===== src/rtl/fifo_wr_arbiter.sv =====
// Round-robin arbiter sharing the asyn_fifo write port among NREQ valid/ready requesters (wclk domain).
// Latency: grant one cycle after valid, winc one cycle after the accepted beat; wfull freezes the output register and drops req_ready.
// Optional stall counter output stall_cnt is built only when FIFO_ARB_STATS_EN is defined.
module fifo_wr_arbiter #(
  parameter int WIDTH     = 8,
  parameter int NREQ      = 4,
  parameter int BURST_MAX = 4
) (
  input  logic                  wclk,
  input  logic                  wrst,
  input  logic [NREQ-1:0]       req_valid,
  input  logic [NREQ*WIDTH-1:0] req_data,
  input  logic [NREQ-1:0]       req_last,
  output logic [NREQ-1:0]       req_ready,
  output logic [NREQ-1:0]       grant,
  output logic                  winc,
  output logic [WIDTH-1:0]      wdata,
  input  logic                  wfull
`ifdef FIFO_ARB_STATS_EN
  ,
  output logic [15:0]           stall_cnt
`endif
);

  localparam int PTR_W = $clog2(NREQ);
  localparam int CNT_W = $clog2(BURST_MAX) + 1;

  typedef enum logic {
    IDLE,
    BURST
  } state_t;

  state_t             state, state_nxt;
  logic [NREQ-1:0]    grant_nxt;
  logic [PTR_W-1:0]   rr_ptr, rr_nxt;
  logic [CNT_W-1:0]   beat_cnt, cnt_nxt;

  logic               load_en;
  logic               beat;
  logic               owner_valid;
  logic               owner_last;
  logic [WIDTH-1:0]   sel_data;
  logic               found;
  logic [PTR_W-1:0]   pick;
  logic [PTR_W-1:0]   cand;

  // The output register can take a new word unless it holds one the FIFO refuses.
  assign load_en     = ~winc | ~wfull;
  assign req_ready   = (state == BURST && load_en) ? grant : '0;
  assign beat        = |(req_valid & req_ready);
  // rr_ptr doubles as the owner index while a burst is in progress.
  assign owner_valid = req_valid[rr_ptr];
  assign owner_last  = req_last[rr_ptr];
  assign sel_data    = req_data[rr_ptr*WIDTH +: WIDTH];

  // First valid requester after the previous winner, wrapping around.
  always_comb begin
    found = 1'b0;
    pick  = rr_ptr;
    cand  = rr_ptr;
    for (int k = 1; k <= NREQ; k++) begin
      cand = PTR_W'((int'(rr_ptr) + k) % NREQ);
      if (!found && req_valid[cand]) begin
        found = 1'b1;
        pick  = cand;
      end
    end
  end

  always_comb begin
    state_nxt = state;
    grant_nxt = grant;
    rr_nxt    = rr_ptr;
    cnt_nxt   = beat_cnt;
    case (state)
      IDLE: begin
        grant_nxt = '0;
        if (found) begin
          grant_nxt = NREQ'(1) << pick;
          rr_nxt    = pick;
          cnt_nxt   = '0;
          state_nxt = BURST;
        end
      end
      BURST: begin
        if (beat) begin
          cnt_nxt = beat_cnt + 1'b1;
        end
        if (!owner_valid ||
            (beat && (owner_last || beat_cnt == CNT_W'(BURST_MAX - 1)))) begin
          state_nxt = IDLE;
          grant_nxt = '0;
        end
      end
      default: begin
        state_nxt = IDLE;
        grant_nxt = '0;
      end
    endcase
  end

  always_ff @(posedge wclk or posedge wrst) begin
    if (wrst) begin
      state    <= IDLE;
      grant    <= '0;
      rr_ptr   <= PTR_W'(NREQ - 1);
      beat_cnt <= '0;
    end else begin
      state    <= state_nxt;
      grant    <= grant_nxt;
      rr_ptr   <= rr_nxt;
      beat_cnt <= cnt_nxt;
    end
  end

  // A word stuck behind wfull keeps winc/wdata stable until the FIFO takes it.
  always_ff @(posedge wclk or posedge wrst) begin
    if (wrst) begin
      winc  <= 1'b0;
      wdata <= '0;
    end else if (load_en) begin
      winc <= beat;
      if (beat) begin
        wdata <= sel_data;
      end
    end
  end

`ifdef FIFO_ARB_STATS_EN
  always_ff @(posedge wclk or posedge wrst) begin
    if (wrst) begin
      stall_cnt <= '0;
    end else if (winc && wfull && stall_cnt != 16'hFFFF) begin
      stall_cnt <= stall_cnt + 16'd1;
    end
  end
`endif

endmodule


===== config.mk =====
export PLATFORM = sky130hd
export DESIGN_NAME = fifo_wr_arbiter
export DESIGN_NICKNAME = d
export VERILOG_FILES = /design/src/rtl/fifo_wr_arbiter.sv
export SDC_FILE = /design/constraint.sdc
export NUM_CORES = 1
export LEC_CHECK = 0
export CORE_UTILIZATION = 36
export CTS_CLUSTER_SIZE = 30
export DETAILED_ROUTE_END_ITERATION = 10
export PLACE_DENSITY = 0.77
export REMOVE_ABC_BUFFERS = 1
export SYNTH_ARGS = -nofsm -noshare
export SYNTH_HDL_FRONTEND = slang
export SYNTH_SLANG_ARGS = --single-unit
export TNS_END_PERCENT = 30

===== constraint.sdc =====
create_clock -name wclk -period 1.55 [get_ports wclk]
set_input_delay 0.2325 -clock wclk [delete_from_list [all_inputs] [get_ports wclk]]
set_output_delay 0.2325 -clock wclk [all_outputs]
set_load 0.01 [all_outputs]

==> results.txt <==
* Status: finished with violations
- The checks that failed: setup timing.
- Die Ht: just under 60 µm
* Dominant cell type by area after synthesis: sky130_fd_sc_hd__dfrtp_1
* Number of top-level pins: 60
- For the final database, setup skew stands at 5.98 ps.
- In the routed layout, each cell is associated on average with a via count of 5.13.
- The critical path ends at grant[2]$_DFFE_PP0P_.
* Iter 0 DRT Violations: 21
- For this run, design rule violations remaining after detail routing come to 0.
* Number of fill cells in the layout: 236
- Summing all multi-input logic gate instances after layout gives 714 µm².
* Sequential group share of total power: 26.2%
* Remaining antenna violation count after routing: 0
- The post-route netlist has 34.3% of its cells at a drive strength greater than 1.
- Arr. time, crit path: ~2000 ps
- Number of antenna violations at the first check in global routing: 0
* Die Footprint: around 3500 µm²
* Reg2Reg Depth: 5
- The number of antenna diodes in the final layout is 0.
* Post-Place Setup Slack: -358 ps
* Gpl congestion: 0.901
- WL met3: 175 µm
- Hold Vio Cnt, Final: 0
* Seq cells post-synth: 19
- Sort of element at the end of the critical path: flip-flop
- For this run, the total global-route usage over all layers was measured as 19.3%.
- The analysis attributes to net switching a power of 1240 µW.
- Setup violations remaining at the end of the flow were counted as 14.
- Post-synthesis average cell area: 12.7 µm²
- After detailed routing, the average wire length per cell comes to 14.9 µm.
- Total wirelength of the detailed-routed design: 3210 µm
* Buffer type at the clock tree root: sky130_fd_sc_hd__clkbuf_4
- Summing every instance area after synthesis gives between 1000 and 1500 µm².
- Met1 Routed Length: 1280 µm
- Total CTS buffers: 3
- Net Sw Frac: 35.3%
- Clock network fraction of design power: 7.1%
* Top area cells in the synthesized netlist: sky130_fd_sc_hd__dfrtp_1, sky130_fd_sc_hd__mux4_2, sky130_fd_sc_hd__mux2_2
- Dividing total power by cell area gives a power density of 1710 nW/µm².
* Fraction of the cycle the final worst path needs: 114%
- Pins over their slew limit: 0
- Largest net degree at the start of global routing: 12
- Maximum capacitance violations: 0
- Main flop type after synthesis: sky130_fd_sc_hd__dfrtp_1
* HPWL after detailed placement: 2560 µm
- The share of the Yosys chip area taken by registers is 40.6%.
- Internal Power: 2270 µW
- The first global-routing pass estimated 5080 µm of wire.
* PnR worst setup slack: -214 ps
- After clock tree synthesis, the flow added hold-fix buffers numbering 0.
* Count of synthesis-stage warnings from yosys: 0
- Setup repair after global routing could not meet its margin everywhere.
- Post-synth top area share: 36.1%
- Clock insertion delay at the later pin of the skew report: between 200 and 300 ps
* Critical Path RT: 1770 ps
- The routed layout has 1,107 vias.
- In this run the worst path has a maximum fanout of 4.
- Clock net sink count: 19
- Highest ir drop seen on vdd: 0.896 mV
- TritonCTS built the clock tree.
* Starting utilization of the core area: 38.3%
- Worst slew pin tran: between 400 and 500 ps
- Timing-limited maximum frequency: ~0.57 GHz
- Pwr Total: 3510 µW
- Of all flip-flops after synthesis, the portion carrying an async set or reset was 100%.
* Startpoint type of the worst setup path: flip-flop
- For this run the aggregate overflow at the end of global routing stands at 0.
- The worst register-to-register path ends at grant[2]$_DFFE_PP0P_.
* Top metal layer carrying routed signals: met4
- Storage cell area: 478 µm²
- Counting distinct cell types in the post-synthesis netlist gives 32.
* Worst-case headroom to the max-slew limit: 71.8%
- In this run the number of H-tree levels came out at 1.
- After clock tree synthesis, the clock-pin slew on the worst setup and hold paths is approximately 110 ps.
- Net count of the finished layout: approximately 220
* Leakage power summed over all cells: ~0.00089 µW
- R2r startpoint: rr_ptr[0]$_DFFE_PP1P_
- The worst path in the final design needs a cycle of 1760 ps, including I/O delays and setup.
- Met2 wire len: approximately 1700 µm
- Synthesis-to-layout area growth: 73.8%
- For this run, the detailed router's first-pass iteration total came to 4.
- The clock passes through at most 2 buffers.
- EDFF count, synth: 0
- The critical path starts at rr_ptr[0]$_DFFE_PP1P_.
* Type of the setup path with the least slack: flip-flop to flip-flop
- By count the netlist is led by sky130_fd_sc_hd__dfrtp_1, sky130_fd_sc_hd__mux2_2, sky130_fd_sc_hd__mux4_2.
- Portion of total power attributed to combinational logic: 66.7%
* Worst min-delay path category: primary input to asynchronous set/reset pin
- Chip width: 59.2 µm
- Quantity of I/O buffers inserted on ports: 59
* Core footprint: 3080 µm²
* Cells after synthesis: 93
* Setup slack of the most critical reg-to-reg path: -210 ps
- Row Count: 20
* Aggregate negative setup slack: -2140 ps
- The most common cell in the synthesized netlist is sky130_fd_sc_hd__dfrtp_1.
- The via count of the first global-routing pass came to 1,154.
## routing by layer
layer,global-route usage (%),vias to the layer above
li1,-,511
met1,23.0,543
met2,35.6,49
met3,2.62,4
met4,6.12,0
met5,0,-
## worst min-delay path by stage
stage,from,end
finish,wrst,wdata[5]$_DFFE_PP0P_
global route,wrst,wdata[5]$_DFFE_PP0P_
CTS,wrst,wdata[5]$_DFFE_PP0P_
detailed placement,beat_cnt[0]$_DFFE_PP0P_,beat_cnt[0]$_DFFE_PP0P_
global placement,beat_cnt[0]$_DFFE_PP0P_,beat_cnt[0]$_DFFE_PP0P_
floorplan,wrst,beat_cnt[0]$_DFFE_PP0P_
## cell usage in the layout (no fill, tap or decap), types with 3 or more instances in the layout
cell                              instances
sky130_fd_sc_hd__clkdlybuf4s50_1         53
sky130_fd_sc_hd__dfrtp_1                 17
sky130_fd_sc_hd__buf_4                   15
sky130_fd_sc_hd__mux4_2                   8
sky130_fd_sc_hd__o21ai_0                  6
sky130_fd_sc_hd__nand2_1                  6
sky130_fd_sc_hd__mux2_2                   5
sky130_fd_sc_hd__inv_1                    4
sky130_fd_sc_hd__nor2_1                   4
sky130_fd_sc_hd__mux2_4                   4
sky130_fd_sc_hd__and2_1                   4
sky130_fd_sc_hd__mux2i_1                  3
sky130_fd_sc_hd__clkbuf_4                 3
sky130_fd_sc_hd__buf_2                    3
sky130_fd_sc_hd__buf_6                    3
## power groups by stage
stage               combinational (µW)  sequential (µW)  clock (µW)
finish                            2340              920         248
global route                      2510              952         278
CTS                               2210              912         256
detailed placement                2030              940           0
global placement                  1990              939           0
floorplan                          919             1070           0
## critical path: stages, from the launching register on
cell and delay, ps:
sky130_fd_sc_hd__dfstp_2 590, sky130_fd_sc_hd__mux2_4 310, sky130_fd_sc_hd__or3_4 340, sky130_fd_sc_hd__a31oi_4 220
sky130_fd_sc_hd__buf_6 130, sky130_fd_sc_hd__o2bb2ai_2 90
## sequential cells by signal, indices dropped and copies added (netlist names)
register / count
state: 1
grant: 4
beat_cnt: 3
rr_ptr: 2
winc: 1
wdata: 8
## cell type report
class,count,area share (%)
Clock buffer,3,1.10
Clock inverter,1,0.244
Inverter,4,0.733
Multi-Input combinational cell,66,34.9
Sequential cell,19,23.3
Tap cell,44,2.69
Timing Repair Buffer,79,37.0
## logic make-up (layout without fill, tap and decap cells)
kind of cell,after synthesis,in the layout,synth area share [%]
simple gates,20,20,8.71
fa+ha+maj,2,2,2.12
flops,19,19,40.6
mux,21,21,29.0
compound gates,23,23,15.8
buf+inv,8,87,3.82
## through the flow
step / utilization, % / cells / instance area [µm²] / hold slack (ps)
final: 66.5 / 216 / 2050 / 212
after detailed placement: 62.2 / 208 / 1910 / 485
after global placement: 62.2 / 208 / 1910 / 471
after floorplan: - / 89 / 1150 / 182
after global routing: 66.5 / 216 / 2050 / 232
after CTS: 64.7 / 215 / 1990 / 225
## timing repair
action | 4_1_cts | 5_1_grt
pin swaps | 3 | 4
setup buffers | 3 | 1
gates resized for setup | 22 | 13
setup endpoints to repair | 20 | 21
Power figures use the tool's default switching activity.
